===== src/rtl/pipe_skid_stage.sv =====
// Pipeline stage register with one skid slot: registered ready, in-order delivery,
// synchronous flush to a bubble, and a saturating downstream-stall counter.
module pipe_skid_stage #(
    parameter int DATA_W = 32,
    parameter int CTRL_W = 16,
    parameter int CNT_W  = 16
) (
    input  logic              clk,
    input  logic              rst_n,
    input  logic              in_valid,
    output logic              in_ready,
    input  logic [CTRL_W-1:0] in_ctrl,
    input  logic [DATA_W-1:0] in_data,
    output logic              out_valid,
    input  logic              out_ready,
    output logic [CTRL_W-1:0] out_ctrl,
    output logic [DATA_W-1:0] out_data,
    input  logic              flush,
    output logic [1:0]        occupancy,
    output logic [CNT_W-1:0]  stall_cnt
);

    // The state encoding doubles as the held-beat count, so occupancy exposes the FSM state.
    localparam logic [1:0] ST_EMPTY = 2'd0;
    localparam logic [1:0] ST_ONE   = 2'd1;
    localparam logic [1:0] ST_FULL  = 2'd2;

    logic [1:0]        state_q, state_d;
    logic [CTRL_W-1:0] main_ctrl_q, main_ctrl_d;
    logic [DATA_W-1:0] main_data_q, main_data_d;
    logic [CTRL_W-1:0] skid_ctrl_q, skid_ctrl_d;
    logic [DATA_W-1:0] skid_data_q, skid_data_d;
    logic [CNT_W-1:0]  stall_cnt_q, stall_cnt_d;
    logic              push;
    logic              pop;

    // A beat moves on a side only in a cycle where both valid and ready are high on that side;
    // valid never depends on ready, and in_ready is a function of registered state alone.
    assign in_ready  = (state_q != ST_FULL);
    assign out_valid = (state_q != ST_EMPTY);
    assign push      = in_valid & in_ready;
    assign pop       = out_valid & out_ready;

    assign out_ctrl  = out_valid ? main_ctrl_q : '0;
    assign out_data  = main_data_q;
    assign occupancy = state_q;
    assign stall_cnt = stall_cnt_q;

    always_comb begin
        state_d     = state_q;
        main_ctrl_d = main_ctrl_q;
        main_data_d = main_data_q;
        skid_ctrl_d = skid_ctrl_q;
        skid_data_d = skid_data_q;
        stall_cnt_d = stall_cnt_q;

        if (out_valid && !out_ready && (stall_cnt_q != {CNT_W{1'b1}})) begin
            stall_cnt_d = stall_cnt_q + CNT_W'(1);
        end

        if (flush) begin
            // Registers keep their contents so out_data holds; only the state is killed.
            state_d = ST_EMPTY;
        end else begin
            case (state_q)
                ST_EMPTY: begin
                    if (push) begin
                        state_d     = ST_ONE;
                        main_ctrl_d = in_ctrl;
                        main_data_d = in_data;
                    end
                end
                ST_ONE: begin
                    if (push && pop) begin
                        main_ctrl_d = in_ctrl;
                        main_data_d = in_data;
                    end else if (push) begin
                        state_d     = ST_FULL;
                        skid_ctrl_d = in_ctrl;
                        skid_data_d = in_data;
                    end else if (pop) begin
                        state_d = ST_EMPTY;
                    end
                end
                ST_FULL: begin
                    if (pop) begin
                        state_d     = ST_ONE;
                        main_ctrl_d = skid_ctrl_q;
                        main_data_d = skid_data_q;
                    end
                end
                default: state_d = ST_EMPTY;
            endcase
        end
    end

    always_ff @(posedge clk or negedge rst_n) begin
        if (!rst_n) begin
            state_q     <= ST_EMPTY;
            main_ctrl_q <= '0;
            main_data_q <= '0;
            skid_ctrl_q <= '0;
            skid_data_q <= '0;
            stall_cnt_q <= '0;
        end else begin
            state_q     <= state_d;
            main_ctrl_q <= main_ctrl_d;
            main_data_q <= main_data_d;
            skid_ctrl_q <= skid_ctrl_d;
            skid_data_q <= skid_data_d;
            stall_cnt_q <= stall_cnt_d;
        end
    end

endmodule


===== config.mk =====
export PLATFORM = sky130hd
export DESIGN_NAME = pipe_skid_stage
export DESIGN_NICKNAME = d
export VERILOG_FILES = /design/src/rtl/pipe_skid_stage.sv
export SDC_FILE = /design/constraint.sdc
export NUM_CORES = 1
export LEC_CHECK = 0
export ABC_AREA = 1
export BUFFER_PORTS_ARGS = -buffer_cell sky130_fd_sc_hd__buf_4
export CELL_PAD_IN_SITES_DETAIL_PLACEMENT = 0
export CELL_PAD_IN_SITES_GLOBAL_PLACEMENT = 1
export CORE_ASPECT_RATIO = 0.8
export CORE_MARGIN = 3
export CORE_UTILIZATION = 42
export DETAILED_ROUTE_END_ITERATION = 8
export PLACE_DENSITY_LB_ADDON = 0.1
export RECOVER_POWER = 25
export SLEW_MARGIN = 20
export SYNTH_ARGS = -nofsm -noshare
export SYNTH_HDL_FRONTEND = slang
export SYNTH_SLANG_ARGS = --single-unit

===== constraint.sdc =====
create_clock -name clk -period 2.9 [get_ports clk]
set_input_delay 0.145 -clock clk [delete_from_list [all_inputs] [get_ports clk]]
set_output_delay 0.145 -clock clk [all_outputs]
set_load 0.03 [all_outputs]

---- Yosys cells after proc, flatten, opt, wreduce, memory -nomap -nowiden ----
Cells that the tools add are included.
word-level totals
  logic and storage cells ................. 48
  input bits .............................. 53
  register bits ........................... 114
cells by class
  add/sub/neg operators ................... 1
  equal/unequal tests ..................... 11
  bitwise operators ....................... 4
  reductions and logical operators ........ 10
  mux-type cells .......................... 16
operators with widths
  operator               number
  $mux 32                3
  $pmux 32 s3            1
  $mux 16                4
  $pmux 16 s3            1
  $add 16x1->16 const B  1
  $ne 16x16->1 const B   1
  $mux 2                 6
  $ne 3x3->1 const B     3
  $ne 2x2->1 const B     4
  $reduce_and 4->1       2
  $pmux 2 s3             1
  $reduce_and 5->1       1
  $ne 4x4->1 const B     1
  $logic_and 1x1->1      3
  $reduce_bool 3->1      1
  $and 1x1->1            2
  $eq 2x1->1 const B     1
  $eq 2x2->1 const B     1
  $logic_not 2->1        1
  $not 1->1              2
  $reduce_bool 2->1      1
  $logic_not 1->1        1

---- Logic depth before layout (Yosys ltp) ----
Gate-level depths: netlist of run 1.
  depth in word-level cells ............... 7
  gate-level depth with buffers ........... 9
  mapped depth without buffers ............ 8

---- Least setup slack after synthesis of run 1 ----
No wires, ideal clock.
  path kind ............................... reg2reg
  start ................................... reg state_q[0], in the netlist occupancy[0]
  end ..................................... reg main_ctrl_q[0]
  setup time .............................. 0.130 ns
  arrival ................................. 1.717 ns
  cell stages (with the launch flop) ...... 8
  buffers on the path ..................... 2
  slack ................................... 1.053 ns
  clock period less this slack ............ 1.847 ns
  path through ............................ dfrtp_1 inv_2 nand2_2 buf_2 clkbuf_1 o21ai_0 nand2_1 o21ai_1
on the way
  longest elaborated chain between the ends .. 5
  elaborated cells on any way between the ends .. 14
ends and longest elaborated chain
  element                                line  RTL
  start: declaration                     28    logic [1:0] state_q, state_d;
  start signal: assignment               106   state_q <= state_d;
  $ne 2x2->1 (*)                         39    assign in_ready = (state_q != ST_FULL);
  named net in_ready                     11    output logic in_ready,
  $and 1x1->1 (*)                        41    assign push = in_valid & in_ready;
  $logic_and 1x1->1                      74    if (push && pop) begin
  $ne 2x2->1 (no source line)            n/a
  $reduce_and 5->1 (no source line) (*)  n/a
  end signal: assignment                 107   main_ctrl_q <= main_ctrl_d;
  end: declaration                       29    logic [CTRL_W-1:0] main_ctrl_q, main_ctrl_d;
The timed path passes the listed nets; every way through them passes the cells marked *.
A chain may end at the register's enable or synchronous reset.

---- Worst setup path after layout of run 1 ----
  start ................................... reg state_q[0], in the netlist occupancy[0]
  end ..................................... reg stall_cnt_q[10], in the netlist stall_cnt[10]
on the way
  longest elaborated chain between the ends .. 3
ends and longest elaborated chain
  element                          line  RTL
  $reduce_bool 2->1                40    assign out_valid = (state_q != ST_EMPTY);
  $logic_and 1x1->1 (2 in series)  57    if (out_valid && !out_ready && (stall_cnt_q != {CNT_W{1'b1}})) begin
  end signal: assignment           111   stall_cnt_q <= stall_cnt_d;
  end: declaration                 33    logic [CNT_W-1:0] stall_cnt_q, stall_cnt_d;
No other way between the ends.

==> results.rst, run 1 <==
.. list-table::
   :header-rows: 1

   * - Metric
     - Value
   * - Post-CTS Setup Inserts
     - 0
   * - Compound-cell area share of the yosys netlist
     - 14.68%
   * - Most frequent cells in the layout
     - 161 x nand2_1, 123 x buf_4, 114 x dfrtp_1, 112 x inv_1
   * - Total clock sinks
     - approximately 110
   * - Via count
     - about 4800
   * - Synthesized instance count
     - 690
   * - Area fraction in and, or, nand and nor cells after synthesis
     - between 10% and 20%
   * - Total setup violations reported at the end of the flow
     - 0
   * - Detail Route Antenna Nets
     - 0
   * - Reg-to-reg slack, setup
     - between 700 and 800 ps
   * - Overall global routing resource usage
     - 19.64%
   * - Die width
     - between 100 and 150 um
   * - First-pass GRT wire length
     - 22.10 mm
   * - Routed wire length per instance
     - between 10 and 15 um
   * - Core outline area
     - 12340 um2
   * - Die boundary height
     - about 110 um
   * - Sequential cell area fraction in the yosys report
     - a little over half
   * - Synth Warn #
     - 0
   * - Transition time at the pin with the least slew margin
     - 1152 ps
   * - Kind of cell adding the most delay to the critical path
     - simple AND/OR/NAND/NOR gates
   * - Maximum number of buffers from clock root to sink
     - 2
   * - Mapped Nets
     - ~740
   * - Total die area
     - about 14000 um2
   * - Buffers on Ports
     - 120
   * - Maximum single-stage delay on the critical path
     - ~480 ps
   * - DRC Markers
     - 0
   * - Worst-case headroom to the max-slew limit
     - a little under a quarter
   * - Final Routed Wirelength
     - 13.18 mm
   * - Highest-delay cell along the critical path
     - nand2_1
   * - RSZ-0062 raised after global routing
     - no
   * - Startpoint Class
     - flop
   * - Via count of the first global-routing pass
     - 4565
   * - Finished Cell Area
     - 7372 um2
   * - Clock latency at the later pin of the worst-skew pair
     - 410 ps
   * - WP buf/inv
     - 0
   * - Length of the first detailed-routing pass in iterations
     - 5
   * - Antenna violations before repair
     - 0
   * - Pin count of the biggest net entering global routing
     - 77
   * - Total chip power
     - between 5 and 6 mW
   * - Worst path cell trace
     - nor2_4, nor2_2, o21ai_2, nand2_1, nand2_1, o21ai_0
   * - Fin Hold WS
     - ~16 ps
   * - Kind of critical path
     - reg2reg
   * - Final setup TNS
     - 0 ps
   * - Max-cap violation count
     - 0
   * - Net count reported at finish
     - 896
   * - Filler cell count
     - between 1000 and 1500
   * - Library cells used by synthesis
     - 23
   * - Initial Utilization
     - a little over two fifths
   * - Post-DP HPWL
     - between 8 and 9 mm
   * - Maximum VDD drop
     - about 510 uV
   * - Required time reported for the critical path endpoint
     - between 3000 and 4000 ps
   * - CTS clock-pin slew for the worst setup and hold paths
     - around 50 ps
   * - Final antenna diode count
     - 0
   * - Number of H-tree levels
     - 4
   * - Worst min-delay path category
     - in2reg
   * - Final period demand of the worst path
     - around 2100 ps
   * - Cell Rows
     - 36
   * - Portion of netlist area occupied by mux cells
     - 0%
   * - Overflow left after global routing
     - 0
   * - Cell area after placement
     - between 6000 and 7000 um2
   * - Category of the worst setup path capture point
     - flop
   * - Final RePlAce weighted congestion
     - roughly 0.9
   * - Result of the run
     - complete, no violations
   * - Leading cell type in the layout, fill and taps excluded
     - nand2_1
   * - Number of top-level pins
     - between 100 and 150
   * - P per Cell Area
     - ~800 nW/um2
   * - Share of the clock period used by the worst path after layout
     - between 70 and 80%
   * - Maximum fanout encountered on the critical timing path
     - 22
   * - Combinational family with the most area after synthesis
     - simple AND/OR/NAND/NOR gates
   * - Static Leakage
     - 3.811 nW
   * - Buffer cell driving the clock tree root
     - clkbuf_16
   * - Crit-path most repeated cell
     - nand2_1
   * - Netlist area before placement
     - 5379 um2
   * - Seq cells post-synth
     - 114
   * - Max-slew violation total from the final report
     - 0
   * - Maximum clock frequency
     - between 400 and 500 MHz
   * - Final Hold Violating Endpoints
     - 0
   * - Clock tree skew after final layout
     - just over 8 ps
   * - Synth Area in XOR/XNOR
     - under 10%
   * - Post-Place Setup Slack
     - ~740 ps
   * - Clock buffer count from CTS
     - 17
   * - Layout cells sized above 1
     - a little under a fifth
   * - Post-synthesis adder-cell area fraction
     - less than 1%
   * - Via density per instance
     - between 4 and 5
   * - Arrival time of the worst setup path
     - roughly 2400 ps
   * - Final worst slack
     - approximately 750 ps
   * - CTS tree
     - yes
   * - Synthesized area per cell
     - just under 8 um2
   * - Initial DRC count
     - 254
   * - Layout overhead on the synthesized area
     - 37.06%
-- metrics by stage --
step	cells	util (%)
after floorplan	690	-
after global placement	958	51.93
after detailed placement	958	51.93
after CTS	1026	59.87
after global routing	1026	59.73
final	1026	59.73
-- final timing paths --
kind	from	to	cells past startpoint
worst max-delay path	occupancy[0]	stall_cnt[10]	6
worst min-delay path	in_data[0]	skid_data_q[0]	3
worst max register to register	occupancy[0]	stall_cnt[10]	6
worst min register to register	skid_data_q[3]	skid_data_q[3]	2
max in group asynchronous	rst_n	out_data[12]	3
min in group asynchronous	rst_n	main_ctrl_q[0]	2
-- final cells by class --
cell class,instances,area [um2],share of cell area [%]
Clock buffer,29,530.5,7.196
Clock inverter,3,90.09,1.222
Inverter,114,427.9,5.804
Multi-Input combinational cell,430,1933,26.22
Sequential cell,114,2853,38.70
Tap cell,171,214.0,2.902
Timing Repair Buffer,165,1324,17.96
-- tightest hold or removal path: cells and delay by family --
kind            cells  cell delay [ps]
compound gates      1               80
buf+inv             2              160
-- where the power goes --
part	switching (mW)	internal [mW]	leakage, nW
clock network	0.686	1.49	0.302
registers	0.224	1.99	1.36
logic	0.927	0.554	2.15
total	1.84	4.04	3.81
-- flip-flops by register name (all words and copies together) (netlist names) --
register     count
skid_ctrl_q     16
main_ctrl_q     16
skid_data_q     32
occupancy        2
stall_cnt       16
out_data        32
-- synthesized netlist by cell type --
library cell  count  share of area (%)
nand3_1          18                1.7
nor3b_4           1               0.35
inv_2             2               0.14
nor2_4            1               0.21
buf_6             4               0.84
nor2_2            1               0.12
nand4_1           6               0.70
buf_4             1               0.14
o21ai_1          43                4.0
buf_2             9               0.84
inv_1           112                7.8
xor2_1            8                1.3
clkbuf_1         15                1.0
o21ai_0          73                6.8
nor2_1           73                5.1
and2_1            1               0.12
ha_1              1               0.23
o21ai_2           1               0.16
nand2_2           2               0.23
dfrtp_1         114                 53
nand2_1         161                 11
buf_1             3               0.21
a21oi_1          40                3.7
-- cell families (layout without fill, tap and decap cells) --
logic type / after synthesis / count (layout)
fa+ha+maj: 1 / 1
buf+inv: 146 / 311
compound gates: 157 / 157
flops: 114 / 114
simple gates: 264 / 264
xor+xnor: 8 / 8
-- per-layer routing --
| layer | share of wire, % | GRT usage [%] | up-vias |
|---|---|---|---|
| met3 | 5.0 | 4.831 | 20 |
| met1 | 48 | 26.48 | 2182 |
| met5 | 0 | 0 | - |
| met2 | 46 | 29.79 | 112 |
| met4 | 1.6 | 9.718 | 0 |
| li1 | - | - | 2452 |
-- timing repair --
action,4_1_cts,5_1_grt
hold buffers,36,0
endpoints found under the hold margin,75,0
gates resized for setup,0,0
No activity file was read; power rests on OpenSTA's default activity.
==> inputs of run 2 (changes only) <==
--- a/config.mk
+++ b/config.mk
@@ -11,7 +11,7 @@
 export CELL_PAD_IN_SITES_GLOBAL_PLACEMENT = 1
 export CORE_ASPECT_RATIO = 0.8
 export CORE_MARGIN = 3
-export CORE_UTILIZATION = 42
+export CORE_UTILIZATION = 39
 export DETAILED_ROUTE_END_ITERATION = 8
 export PLACE_DENSITY_LB_ADDON = 0.1
 export RECOVER_POWER = 25
==> constraint.sdc (replaced) <==
create_clock -name clk -period 2.14 [get_ports clk]
set_input_delay 0.107 -clock clk [delete_from_list [all_inputs] [get_ports clk]]
set_output_delay 0.107 -clock clk [all_outputs]
set_load 0.03 [all_outputs]
==> run 2 against run 1 <==
Net effect: sequential power increased by 35%; worst hold slack improved by 41 ps; total power grew 32%; critical path type unchanged; highest routed layer unchanged.
==> results.rst, run 2 (synthesized netlist as in run 1, its figures left out) <==
.. list-table::
   :header-rows: 1

   * - Metric
     - Value
   * - Result of the run
     - complete, no violations
   * - Worst-case headroom to the max-slew limit
     - 17.92% (-5.3 points)
   * - Net Switching
     - 2.548 mW (+39%)
   * - Final RePlAce weighted congestion
     - 0.8463 (-5.4%)
   * - Maximum clock frequency
     - 570.0 MHz (+22%)
   * - RSZ-0062 raised after global routing
     - no
   * - Detail Route Antenna Nets
     - 0 (unchanged)
   * - Routed length on met1
     - 6.229 mm (-0.73%)
   * - Detail Route met3 WL
     - 673 um (+2.9%)
   * - Leading cell type in the layout, fill and taps excluded
     - nand2_1
   * - Reg-to-reg slack, setup
     - 390 ps (-370 ps)
   * - Die width
     - 137.3 um (+3.6%)
   * - Met2 routed WL
     - 6.160 mm (+2.0%)
   * - Startpoint Class
     - flop
   * - CTS tree
     - yes
   * - Post-DP HPWL
     - 8.536 mm (-1.4%)
   * - CTS clock-pin slew for the worst setup and hold paths
     - 50 ps (about the same)
   * - Maximum fanout encountered on the critical timing path
     - 22 (unchanged)
   * - Net count reported at finish
     - 909 (+1.5%)
   * - Combinational power share
     - 26.3% (+1.1 points)
   * - Clock latency at the later pin of the worst-skew pair
     - 400 ps (about the same)
   * - Final period demand of the worst path
     - 1754 ps (-394.5 ps)
   * - Arrival time of the worst setup path
     - 2040 ps (-370 ps)
   * - First-pass GRT wire length
     - 22.54 mm (+2.0%)
   * - Sw Share
     - 32.78% (+1.5 points)
   * - Top layer reached by signal wires
     - met4
   * - Layout cells sized above 1
     - 19.35% (+0.76 points)
   * - Final setup TNS
     - 0 ps (unchanged)
   * - Overall global routing resource usage
     - 18.42% (-1.2 points)
   * - Maximum number of buffers from clock root to sink
     - 2 (unchanged)
   * - Number of top-level pins
     - 121 (unchanged)
   * - Final worst slack
     - 385.7 ps (-365.5 ps)
   * - Critical R2R Launch
     - stall_cnt[0]
   * - Initial DRC count
     - 292 (+15%)
   * - Maximum VDD drop
     - 675.2 uV (+32%)
   * - Die boundary height
     - 111.0 um (+3.6%)
   * - Via count of the first global-routing pass
     - 4701 (+3.0%)
   * - Antenna violations before repair
     - 0 (unchanged)
   * - Post-Place Setup Slack
     - 56.82 ps (-684.0 ps)
   * - Via count
     - 4806 (+0.84%)
   * - Length of the first detailed-routing pass in iterations
     - 4 (-1)
   * - Buffer cell driving the clock tree root
     - clkbuf_16
   * - Max-slew violation total from the final report
     - 0 (unchanged)
   * - Fin Hold WS
     - 57.12 ps (+41.37 ps)
   * - Routed wire length per instance
     - 12.62 um (-1.7%)
   * - Buffers on Ports
     - 120 (unchanged)
   * - Final antenna diode count
     - 0 (unchanged)
   * - DRC Markers
     - 0 (unchanged)
   * - Initial Utilization
     - 40.91% (-2.7 points)
   * - Depth of the worst register-to-register path
     - 8 (+2)
   * - Overflow left after global routing
     - 0 (unchanged)
   * - Static Leakage
     - 3.871 nW (+1.6%)
   * - Cell Rows
     - 37 (+2.8%)
   * - Kind of critical path
     - reg2reg
   * - Core outline area
     - 13150 um2 (+6.5%)
   * - Final Routed Wirelength
     - 13.16 mm (-0.12%)
   * - Flop pwr share
     - 38.5% (+0.7 points)
   * - P per Cell Area
     - 1029 nW/um2 (+29%)
   * - Cell depth of the worst min-delay path
     - 4 (+1)
   * - Total clock sinks
     - 114 (unchanged)
   * - Most frequent cells in the layout
     - 160 x nand2_1, 121 x buf_4, 114 x dfrtp_1, 112 x inv_1
   * - Category of the worst setup path capture point
     - flop
   * - Total setup violations reported at the end of the flow
     - 0 (unchanged)
   * - Layout overhead on the synthesized area
     - 40.45%
   * - Required time reported for the critical path endpoint
     - 2420 ps (-740 ps)
   * - Internal Dissipation
     - 5.225 mW (+29%)
   * - Pin count of the biggest net entering global routing
     - 81 (+5.2%)
   * - Clock buffer count from CTS
     - 17 (unchanged)
   * - Total die area
     - 15250 um2 (+7.3%)
   * - Endpoint of the lowest-slack register-to-register path
     - stall_cnt[7]
   * - Transition time at the pin with the least slew margin
     - 1231 ps (+79.53 ps)
   * - Final Hold Violating Endpoints
     - 0 (unchanged)
   * - Worst Hold Endpoint
     - occupancy[1]
   * - Number of H-tree levels
     - 4 (unchanged)
   * - Share of the clock period used by the worst path after layout
     - 81.98% (+7.9 points)
   * - Final core utilization
     - 57.46% (-2.3 points)
   * - Hold path startpoint
     - out_ready
   * - Via density per instance
     - 4.608 (-0.80%)
   * - Worst min-delay path category
     - in2reg
   * - Clock share of power
     - 35.1% (-1.9 points)
   * - Max-cap violation count
     - 0 (unchanged)
   * - Clock tree skew after final layout
     - 6.716 ps (-1.530 ps)
==> run 2: area by class of cell <==
cell class | count | area (um2)
Fill cell | 1262 | 5593
Sequential cell | 114 | 2853
Clock inverter | 13 | 137.6
Inverter | 114 | 427.9
Multi-Input combinational cell | 430 | 1941
Timing Repair Buffer | 178 | 1534
Tap cell | 175 | 219.0
Clock buffer | 19 | 442.9
==> run 2: per-layer routing <==
| layer | global-route usage [%] | vias to the layer above |
|---|---|---|
| li1 | - | 2470 |
| met4 | 3.657 | 0 |
| met3 | 6.125 | 9 |
| met1 | 24.59 | 2223 |
| met2 | 29.37 | 104 |
| met5 | 0 | - |
==> run 2: power by group through the flow <==
stage	clock (mW)	combinational, mW	sequential, mW
after floorplan	0	0.859	3.38
after global placement	0	1.96	3.00
after detailed placement	0	1.99	3.03
after CTS	2.80	2.07	3.00
after global routing	2.90	2.28	3.07
final	2.73	2.05	3.00
==> run 2: repair_timing <==
item | in CTS | in global routing
resized for setup | 0 | 2
setup buffers | 0 | 0
hold endpoints to repair | 92 | 0
hold buffers | 50 | 0
setup endpoints to repair | 0 | 15
==> run 2: worst max-delay path by stage <==
stage                     slack [ps]         start        endpoint  cells after the start
after detailed placement          60  stall_cnt[0]    stall_cnt[9]                      8
final                            390  stall_cnt[0]    stall_cnt[7]                      8
after floorplan                  290  occupancy[0]  main_ctrl_q[0]                      7
after global routing             110  stall_cnt[0]    stall_cnt[8]                      8
after CTS                         50  stall_cnt[0]   stall_cnt[10]                      8
after global placement           150  stall_cnt[0]    stall_cnt[7]                      8
==> run 2: metrics by stage <==
stage / cells / total power [mW] / instance area (um2)
after floorplan: 690 / 4.239 / 5379
after global placement: 961 / 4.968 / 6469
after detailed placement: 961 / 5.016 / 6469
after CTS: 1043 / 7.868 / 7550
after global routing: 1043 / 8.250 / 7555
final: 1043 / 7.773 / 7555
==> run 2: worst max-delay path, stage by stage (launching register included) <==
cell and delay [ps]:
dfrtp_1 460, ha_1 290, inv_1 60, nor2_1 130, nand3_1 120, nand2_2 190
nand2_4 180, nand2_1 110, o21ai_0 80
==> inputs of run 3 (changes only) <==
==> constraint.sdc (replaced) <==
create_clock -name clk -period 1.8 [get_ports clk]
set_input_delay 0.09 -clock clk [delete_from_list [all_inputs] [get_ports clk]]
set_output_delay 0.09 -clock clk [all_outputs]
set_load 0.03 [all_outputs]
==> run 3 against run 2 <==
Net effect: final cell count increased by 0.96%; via count up 1.6%; utilization is 0.24 points higher; register-to-register slack lost 260 ps; first-iteration DRC count decreased by 19%; combinational power is 21% higher; clock skew increased by 9.1 ps; die area is the same; fmax up 4.9%; sequential power increased by 19%; count of clock-buffer cells in the layout up 6; non-clock buffer count grew 12; critical path type unchanged; largest power group unchanged.
==> results.rst, run 3 (synthesized netlist as in run 1, its figures left out) <==
.. list-table::
   :header-rows: 1

   * - Metric
     - Value
   * - Result of the run
     - complete, no violations
   * - Critical R2R Launch
     - occupancy[0]
   * - Total clock sinks
     - 114 (unchanged)
   * - Antenna violations before repair
     - 0 (unchanged)
   * - Most frequent cells in the layout
     - 161 x nand2_1, 132 x buf_4, 114 x dfrtp_1, 112 x inv_1
   * - Clock buffer count from CTS
     - 17 (unchanged)
   * - Final worst slack
     - 127.5 ps (-258.3 ps)
   * - Total setup violations reported at the end of the flow
     - 0 (unchanged)
   * - Transition time at the pin with the least slew margin
     - 1068 ps (-163.0 ps)
   * - Sw Share
     - 32.80% (about the same)
   * - P per Cell Area
     - 1194 nW/um2 (+16%)
   * - Required time reported for the critical path endpoint
     - 2110 ps (-310 ps)
   * - Highest-delay cell along the critical path
     - dfrtp_1
   * - Non-filler cells, final
     - 1053 (+0.96%)
   * - Endpoint of the lowest-slack register-to-register path
     - stall_cnt[3]
   * - Kind of cell adding the most delay to the critical path
     - simple AND/OR/NAND/NOR gates
   * - Via count of the first global-routing pass
     - 4769 (+1.4%)
   * - Static Leakage
     - 3.925 nW (+1.4%)
   * - CTS clock-pin slew for the worst setup and hold paths
     - 50 ps (about the same)
   * - Core outline area
     - 13150 um2 (unchanged)
   * - RSZ-0062 raised after global routing
     - no
   * - Category of the worst setup path capture point
     - flop
   * - Maximum clock frequency
     - 597.9 MHz (+4.9%)
   * - Stages on worst setup path
     - 7 (-1)
   * - Total chip power
     - 9.061 mW (+17%)
   * - Layout cells sized above 1
     - 19.82% (+0.46 points)
   * - Buffers on Ports
     - 120 (unchanged)
   * - Clock latency at the later pin of the worst-skew pair
     - 410 ps (about the same)
   * - Worst Hold Endpoint
     - occupancy[1]
   * - Post-DP HPWL
     - 8.984 mm (+5.3%)
   * - WP buf/inv
     - 1 (unchanged)
   * - Flop pwr share
     - 39.3% (+0.8 points)
   * - Net count reported at finish
     - 921 (+1.3%)
   * - Cell Rows
     - 37 (unchanged)
   * - Buffer cell driving the clock tree root
     - clkbuf_16
   * - Filler cell count
     - 1210 (-4.1%)
   * - Pin count of the biggest net entering global routing
     - 65 (-20%)
   * - Die width
     - 137.3 um (unchanged)
   * - Arrival time of the worst setup path
     - 1980 ps (-60 ps)
   * - DRC Markers
     - 0 (unchanged)
   * - Total instance count after detailed placement
     - 972 (+1.1%)
   * - Number of H-tree levels
     - 4 (unchanged)
   * - Worst path cell trace
     - nor2_4, nor2_2, o21ai_2, nand2_1, buf_4, nand2_1, o21ai_0
   * - Initial Utilization
     - 40.91% (unchanged)
   * - Detail Route Antenna Nets
     - 0 (unchanged)
   * - Post-cts repair resize count
     - 0 (unchanged)
   * - Crit-path most repeated cell
     - nand2_1
   * - Fin Hold WS
     - 39.30 ps (-17.82 ps)
   * - Number of top-level pins
     - 121 (unchanged)
   * - Leading cell type in the layout, fill and taps excluded
     - nand2_1
   * - Overflow left after global routing
     - 0 (unchanged)
   * - Final setup TNS
     - 0 ps (unchanged)
   * - Maximum number of buffers from clock root to sink
     - 2 (unchanged)
   * - First-pass GRT wire length
     - 23.26 mm (+3.2%)
   * - Maximum single-stage delay on the critical path
     - 470 ps (about the same)
   * - Share of the clock period used by the worst path after layout
     - 92.92% (+11 points)
   * - Hold path startpoint
     - out_ready
   * - Reg-to-reg slack, setup
     - 130 ps (-260 ps)
   * - Post-Place Setup Slack
     - 120.2 ps (+63.39 ps)
   * - Max-cap violation count
     - 0 (unchanged)
   * - Combinational power share
     - 27.5% (+1.2 points)
   * - Max-slew violation total from the final report
     - 0 (unchanged)
   * - Cell depth of the worst min-delay path
     - 4 (unchanged)
   * - CTS tree
     - yes
   * - Final RePlAce weighted congestion
     - 0.7919 (-6.4%)
   * - Final antenna diode count
     - 0 (unchanged)
   * - Maximum fanout encountered on the critical timing path
     - 22 (unchanged)
   * - Length of the first detailed-routing pass in iterations
     - 4 (unchanged)
   * - Worst min-delay path category
     - in2reg
   * - Via count
     - 4883 (+1.6%)
   * - Final Routed Wirelength
     - 13.66 mm (+3.8%)
   * - Kind of critical path
     - reg2reg
   * - Layout overhead on the synthesized area
     - 41.03%
   * - Final period demand of the worst path
     - 1673 ps (-81.75 ps)
   * - Total die area
     - 15250 um2 (unchanged)
   * - Startpoint Class
     - flop
   * - Depth of the worst register-to-register path
     - 7 (-1)
   * - Final Hold Violating Endpoints
     - 0 (unchanged)
   * - Via density per instance
     - 4.637 (+0.64%)
   * - Maximum VDD drop
     - 688.4 uV (+1.9%)
   * - Die boundary height
     - 111.0 um (unchanged)
   * - Clock share of power
     - 33.2% (-1.9 points)
   * - Initial DRC count
     - 237 (-19%)
   * - Internal Dissipation
     - 6.089 mW (+17%)
   * - Worst-case headroom to the max-slew limit
     - 28.79% (+11 points)
   * - Routed wire length per instance
     - 12.98 um (+2.8%)
   * - Net Switching
     - 2.972 mW (+17%)
   * - Clock tree skew after final layout
     - 15.78 ps (+9.062 ps)
   * - Overall global routing resource usage
     - 19.15% (+0.73 points)
## run 3: cell count changes in the layout (fill, tap and decap cells not counted), sizes merged
| cell | previous run | this run |
|---|---|---|
| buf | 127 | 138 |
| bufinv | 2 | 0 |
| clkbuf | 20 | 27 |
| clkinv | 5 | 4 |
| clkinvlp | 6 | 1 |
## run 3: worst max path at each step
stage | to | slack, ps | from
CTS | stall_cnt[3] | 120 | occupancy[0]
global placement | skid_ctrl_q[13] | 180 | occupancy[1]
finish | stall_cnt[3] | 130 | occupancy[0]
floorplan | stall_cnt[10] | 9 | stall_cnt[0]
detailed placement | stall_cnt[3] | 120 | occupancy[0]
global route | stall_cnt[8] | 10 | occupancy[0]
## run 3: area by class of cell
class	instances	area [um2]	share of cell area (%)
clock buffer	25	505.5	6.663
clock inverter	5	27.53	0.3629
inverter	114	427.9	5.641
multi-input combinational	430	1933	25.48
sequential	114	2853	37.61
tap	175	219.0	2.886
timing repair buffer	190	1620	21.36
## run 3: timing repair
| action | 4_1_cts | 5_1_grt |
|---|---|---|
| buffers inserted | 0 | 1 |
| hold endpoints to repair | 91 | 0 |
| setup endpoints to repair | 0 | 2 |
| hold buffers | 50 | 0 |
## run 3: layer usage
layer | up-vias | wire, um | global-route usage (%)
li1 | 2496 | - | -
met1 | 2258 | 6542 | 26.10
met2 | 118 | 6352 | 29.66
met3 | 11 | 658 | 5.626
met4 | 0 | 110 | 5.386
met5 | - | 0 | 0
## run 3: metrics by stage
step                cell area [um2]  util, %
global route                   7586    57.70
finish                         7586    57.70
floorplan                      5380        -
detailed placement             6551    49.83
global placement               6551    49.83
CTS                            7585    57.69
## run 3: power by group through the flow
stage | Clock (mW) | Sequential [mW] | Combinational [mW]
after floorplan | 0 | 4.02 | 1.02
after global placement | 0 | 3.58 | 2.37
after detailed placement | 0 | 3.60 | 2.43
after CTS | 3.08 | 3.56 | 2.52
after global routing | 3.22 | 3.65 | 2.76
final | 3.01 | 3.56 | 2.49
## run 3: worst register-to-register path, delay by kind of cell, from the launching register on
family | cells | cell delay, ps
buffers and inverters | 1 | 250
AND/OR/NAND/NOR | 4 | 540
AO/OA/AOI/OAI | 2 | 310
flip-flops | 1 | 470
